**config.mk**
```make
export PLATFORM = sky130hd
export DESIGN_NAME = leglite_multicycle_control
export DESIGN_NICKNAME = d
export VERILOG_FILES = /design/src/rtl/leglite_multicycle_control.sv
export SDC_FILE = /design/constraint.sdc
export NUM_CORES = 1
export LEC_CHECK = 0
export ABC_AREA = 1
export ABC_CLOCK_PERIOD_IN_PS = 3600
export CORE_ASPECT_RATIO = 1.75
export CORE_MARGIN = 4
export CORE_UTILIZATION = 49
export CTS_CLUSTER_DIAMETER = 80
export DETAILED_ROUTE_END_ITERATION = 10
export PLACE_DENSITY = 0.78
export SLEW_MARGIN = 20
export SYNTH_ARGS = -nofsm -noshare
export SYNTH_HDL_FRONTEND = slang
export SYNTH_SLANG_ARGS = --single-unit
export TNS_END_PERCENT = 5
```
**constraint.sdc**
```tcl
create_clock -name clock -period 3.6 [get_ports clock]
set_clock_uncertainty 0.15 [all_clocks]
set_input_delay 0.54 -clock clock [delete_from_list [all_inputs] [get_ports clock]]
set_output_delay 0.54 -clock clock [all_outputs]
set_load 0.005 [all_outputs]
```
**src/rtl/leglite_multicycle_control.sv**
```systemverilog
// LEGLite multicycle sequencer: FETCH/DECODE/EXEC/MEM/WB control strobes,
// memory handshakes with timeout, and a retired-instruction counter.
`timescale 1ns/1ps
module leglite_multicycle_control #(
    parameter int MEM_TIMEOUT = 15,
    parameter int CNT_W       = 16
) (
    input  logic             clock,
    input  logic             reset,
    input  logic [3:0]       opcode,
    input  logic             zero,
    input  logic             imem_ready,
    input  logic             dmem_ready,
    output logic             imem_req,
    output logic             ir_write,
    output logic             pc_write,
    output logic             pc_sel_branch,
    output logic             reg2loc,
    output logic             alusrc,
    output logic [2:0]       alu_select,
    output logic             dmem_read,
    output logic             dmem_write,
    output logic             memtoreg,
    output logic             regwrite,
    output logic [2:0]       state,
    output logic [CNT_W-1:0] instr_count,
    output logic             illegal_op,
    output logic             bus_error
);

    typedef enum logic [2:0] {
        S_FETCH  = 3'd0,
        S_DECODE = 3'd1,
        S_EXEC   = 3'd2,
        S_MEM    = 3'd3,
        S_WB     = 3'd4,
        S_HALT   = 3'd7
    } state_t;

    localparam logic [7:0] WAIT_LAST = 8'(MEM_TIMEOUT - 1);

    state_t           state_q, state_d;
    logic [7:0]       wait_q, wait_d;
    logic [CNT_W-1:0] count_q, count_d;
    logic             bus_error_q, bus_error_d;

    logic is_add, is_ld, is_st, is_cbz, is_addi, is_andi, legal;
    logic in_instr;

    assign is_add   = (opcode == 4'd0);
    assign is_ld    = (opcode == 4'd5);
    assign is_st    = (opcode == 4'd6);
    assign is_cbz   = (opcode == 4'd7);
    assign is_addi  = (opcode == 4'd8);
    assign is_andi  = (opcode == 4'd9);
    assign legal    = is_add | is_ld | is_st | is_cbz | is_addi | is_andi;
    assign in_instr = (state_q == S_DECODE) || (state_q == S_EXEC) ||
                      (state_q == S_MEM)    || (state_q == S_WB);

    always_ff @(posedge clock) begin
        if (!reset) begin
            state_q     <= S_FETCH;
            wait_q      <= 8'd0;
            count_q     <= '0;
            bus_error_q <= 1'b0;
        end else begin
            state_q     <= state_d;
            wait_q      <= wait_d;
            count_q     <= count_d;
            bus_error_q <= bus_error_d;
        end
    end

    always_comb begin
        state_d     = state_q;
        wait_d      = wait_q;
        bus_error_d = bus_error_q;
        unique case (state_q)
            S_FETCH: begin
                if (imem_ready) begin
                    state_d = S_DECODE;
                end else if (wait_q == WAIT_LAST) begin
                    state_d     = S_HALT;
                    bus_error_d = 1'b1;
                end else begin
                    wait_d = wait_q + 8'd1;
                end
            end
            S_DECODE: state_d = legal ? S_EXEC : S_FETCH;
            S_EXEC: begin
                if (is_cbz)              state_d = S_FETCH;
                else if (is_ld || is_st) state_d = S_MEM;
                else                     state_d = S_WB;
            end
            S_MEM: begin
                if (dmem_ready) begin
                    state_d = is_ld ? S_WB : S_FETCH;
                end else if (wait_q == WAIT_LAST) begin
                    state_d     = S_HALT;
                    bus_error_d = 1'b1;
                end else begin
                    wait_d = wait_q + 8'd1;
                end
            end
            S_WB:    state_d = S_FETCH;
            S_HALT:  state_d = S_HALT;
            default: state_d = S_FETCH;
        endcase
        // Every wait window starts from zero in its new state.
        if (state_d != state_q) wait_d = 8'd0;
    end

    // One pc_write per instruction marks its retirement.
    assign count_d = count_q + CNT_W'(pc_write);

    always_comb begin
        imem_req      = 1'b0;
        ir_write      = 1'b0;
        pc_write      = 1'b0;
        pc_sel_branch = 1'b0;
        dmem_read     = 1'b0;
        dmem_write    = 1'b0;
        regwrite      = 1'b0;
        illegal_op    = 1'b0;
        reg2loc       = 1'b0;
        alusrc        = 1'b0;
        alu_select    = 3'd0;
        memtoreg      = 1'b0;
        if (in_instr) begin
            unique case (1'b1)
                is_ld:   begin alusrc = 1'b1; memtoreg = 1'b1; end
                is_st:   begin reg2loc = 1'b1; alusrc = 1'b1; end
                is_cbz:  begin reg2loc = 1'b1; alu_select = 3'd2; end
                is_addi: alusrc = 1'b1;
                is_andi: begin alusrc = 1'b1; alu_select = 3'd4; end
                default: ;
            endcase
        end
        unique case (state_q)
            S_FETCH: begin
                imem_req = 1'b1;
                ir_write = imem_ready;
            end
            S_DECODE: begin
                pc_write   = !legal;
                illegal_op = !legal;
            end
            S_EXEC: begin
                pc_write      = is_cbz;
                pc_sel_branch = is_cbz & zero;
            end
            S_MEM: begin
                dmem_read  = is_ld;
                dmem_write = is_st;
                pc_write   = is_st & dmem_ready;
            end
            S_WB: begin
                regwrite = 1'b1;
                pc_write = 1'b1;
            end
            default: ;
        endcase
        if (!reset) begin
            imem_req      = 1'b0;
            ir_write      = 1'b0;
            pc_write      = 1'b0;
            pc_sel_branch = 1'b0;
            dmem_read     = 1'b0;
            dmem_write    = 1'b0;
            regwrite      = 1'b0;
            illegal_op    = 1'b0;
        end
    end

    assign state       = state_q;
    assign instr_count = count_q;
    assign bus_error   = bus_error_q;

endmodule

```
==> flow_summary.json <==
{
  "status": "finished clean",
  "p_comb_share_pct": 21.0,
  "drc": 0,
  "stdcell_area_um2": 2260,
  "numCtsBuffers": 3,
  "ios": 43,
  "regToRegSetupSlack_ps": 490,
  "synth-seq-cells": 28,
  "cp_top_family": "simple AND/OR/NAND/NOR gates",
  "synth_cell_types": 30,
  "grtUsageTotal_pct": 20.8,
  "port_buffers": 41,
  "diodes": 0,
  "syn_area_per_cell_um2": 6.49,
  "pwr-share-seq_pct": 44.8,
  "path_buf_inv": 4,
  "dr.first_iter.drc_count": 48,
  "synth_top_area_share_pct": 32.7,
  "drive_above_1_share_pct": 8.44,
  "setup_viol": 0,
  "first_pass_iters": 5,
  "rsz0062_at_grt": "false",
  "core_area_um2": 3360,
  "vias": 1752,
  "whs_ps": 334,
  "cellInternalPower_mw": 0.527,
  "hold_path_depth": 2,
  "vias_per_cell": 4.96,
  "syn_nets": 277,
  "layout.cells.non_filler": 353,
  "cp.arrival_ps": 3240,
  "min_to": "instr_count[13]",
  "path_max_fanout": 4,
  "maxCapViolCount": 0,
  "rr_worst_depth": 17,
  "finalHoldViolations": 0,
  "period_needed_ps": 3170,
  "synth_warnings": 0,
  "cp.required_ps": 3670,
  "clkPwrFrac_pct": 34.2,
  "cts_buffer_depth": 2,
  "path_class": "primary input to register",
  "cts_tree": "built",
  "ys_seq_area_share_pct": 32.7,
  "synth_top_area_cell": "dfxtp_1",
  "clk_latency_ps": 270,
  "fin_crit_sh_pct": 88.2,
  "peakVddDrop_mv": 0.233,
  "final_max_slew_viol_count": 0,
  "grt_pass1_vias": 1764,
  "root_buffer": "clkbuf_8",
  "place_area_um2": 2180,
  "start_util_pct": 51.0,
  "routabilityCongestion": 0.924,
  "switching_share_pct": 27.5,
  "area_growth_syn_to_layout_pct": 31.9,
  "synth_cells": 264,
  "grt_pass1_wl_um": 7350,
  "die_y_um": 86.2,
  "grt.overflow.total": 0,
  "power_mw": 0.727,
  "wl_per_cell_um": 12.0,
  "die_w_um": 52.7,
  "place_hpwl_um": 3350,
  "slowest_stage": "clkdlybuf4s50_1",
  "grt_max_degree": 18,
  "p_leak_nw": 0.928,
  "worstSetupStartpointType": "primary input",
  "fin_setup_tns_ps": 0,
  "cpPeakStageDelay_ps": 470,
  "clock_sinks": 28,
  "holdCritPathClass": "register to register",
  "cts_setup_buffers": 0,
  "placed_cells": 349,
  "cts_max_level": 1,
  "path_clk_slew_ps": 90,
  "r2r_start": "state[1]",
  "wl_um": 4230,
  "antenna_found_initial": 0,
  "net-switching-power_mw": 0.200,
  "ant_nets": 0,
  "fin_util_pct": 67.2,
  "dieArea_um2": 4550,
  "end_kind": "register",
  "hold_start": "instr_count[13]",
  "fin_ws_ps": 426,
  "synthTopCellsByArea": "dfxtp_1 (33%), nand2_1 (12%), nor2_1 (8.8%), inv_1 (8.3%), nand3_1 (6.1%)",
  "crit_path_cell_trace": "clkdlybuf4s50_1 > inv_1 > nand2_1 > nand2_1 > nand3_1 > nor4_2 > inv_1 > a21oi_2 > ha_1 > ha_1 > nand2_1 > nor2_2 > nand3_1 > nor2_2 > nand3_2 > nor2_2 > xor2_1 > inv_1 > nor2_1",
  "nets": 322,
  "syn_area_um2": 1710,
  "rows": 28,
  "reg2reg_to": "instr_count[12]",
  "clock.fmax_mhz": 315,
  "power_density_nw_per_um2": 322,
  "place_ws_ps": 79.2
}
[power groups by stage]
| stage | Sequential [mW] | Clock (mW) | Combinational (mW) |
|---|---|---|---|
| floorplan | 0.330 | 0 | 0.101 |
| global placement | 0.332 | 0 | 0.151 |
| detailed placement | 0.332 | 0 | 0.151 |
| finish | 0.326 | 0.248 | 0.153 |
| global route | 0.327 | 0.271 | 0.171 |
| CTS | 0.325 | 0.254 | 0.153 |
[registers in the layout (all words and copies together) (netlist names)]
register,count
state,3
instr_count,16
bus_error,1
wait_q,8
[layer usage]
layer / track usage [%] / share of wire (%) / vias to the layer above / wire [um]
met5: 0 / 0 / - / 0
met4: 7.44 / 1.8 / 0 / 78
met3: 2.58 / 3.1 / 8 / 133
met2: 40.7 / 58 / 45 / 2460
met1: 21.2 / 37 / 777 / 1550
li1: - / - / 922 / -
[cells in the final DEF, fill, tap and decap left out, types with 2 or more instances in the layout]
cell,n
clkdlybuf4s50_1,41
inv_1,38
nor2_2,6
nand3_1,21
and3_1,2
nand3_2,2
nor3_1,12
nand2_1,54
buf_4,3
clkinv_1,2
nand4_1,5
a21oi_1,9
a31oi_1,2
xor2_1,8
nand2_2,6
o21ai_0,9
xnor2_1,3
nor2_1,39
ha_1,4
dfxtp_1,28
clkbuf_8,3
[tightest hold or removal path: cells and delay by family, from the launching register on]
| family | cells | cell delay [ps] |
|---|---|---|
| buffers and inverters | 1 | 60 |
| DFF | 1 | 350 |
| AOI/OAI and AO/OA | 1 | 50 |
[synth_stat cells (all sizes together)]
library cell and instances:
nor2 46, inv 39, conb 1, a21o 1
nand4 5, a211oi 1, nand3 23, o21ai 10
clkinv 2, xor2 8, and3 2, a31oi 2
nor4 1, buf 2, nor3b 1, clkbuf 2
nor3 12, ha 4, o21bai 1, dfxtp 28
a21oi 10, nand2 60, xnor2 3
[how the worst max path moves through the flow]
stage	from	to	slack, ps	cells after the start
after floorplan	opcode[2]	instr_count[14]	790	18
after CTS	opcode[2]	instr_count[12]	340	20
after global placement	opcode[1]	instr_count[14]	180	18
after global routing	opcode[1]	instr_count[12]	20	19
final	opcode[1]	instr_count[12]	430	19
after detailed placement	opcode[2]	instr_count[14]	80	19
[cell families (layout without fill, tap and decap cells)]
logic type	count (synthesis)	in the layout	share of synthesized area [%]
and+or+nand+nor	150	150	39.9
buffers and inverters	45	89	10.5
DFF	28	28	32.7
AOI/OAI and AO/OA	25	25	8.10
xor gates and xnor gates	11	11	5.62
adders and majority gates	4	4	2.92
other	1	1	0.219
[what timing repair did]
action / in CTS / in global routing
setup endpoints to repair: 0 / 2
resized for setup: 0 / 3
hold buffers: 0 / 0
[cell type report]
class / instances / area (um^2)
clock buffer: 3 / 41.3
clock inverter: 1 / 30.0
fill: 321 / 1100
inverter: 41 / 154
multi-input combinational: 191 / 986
sequential: 28 / 561
tap: 45 / 56.3
timing repair buffer: 44 / 433
(Power assumes the default switching activity.)
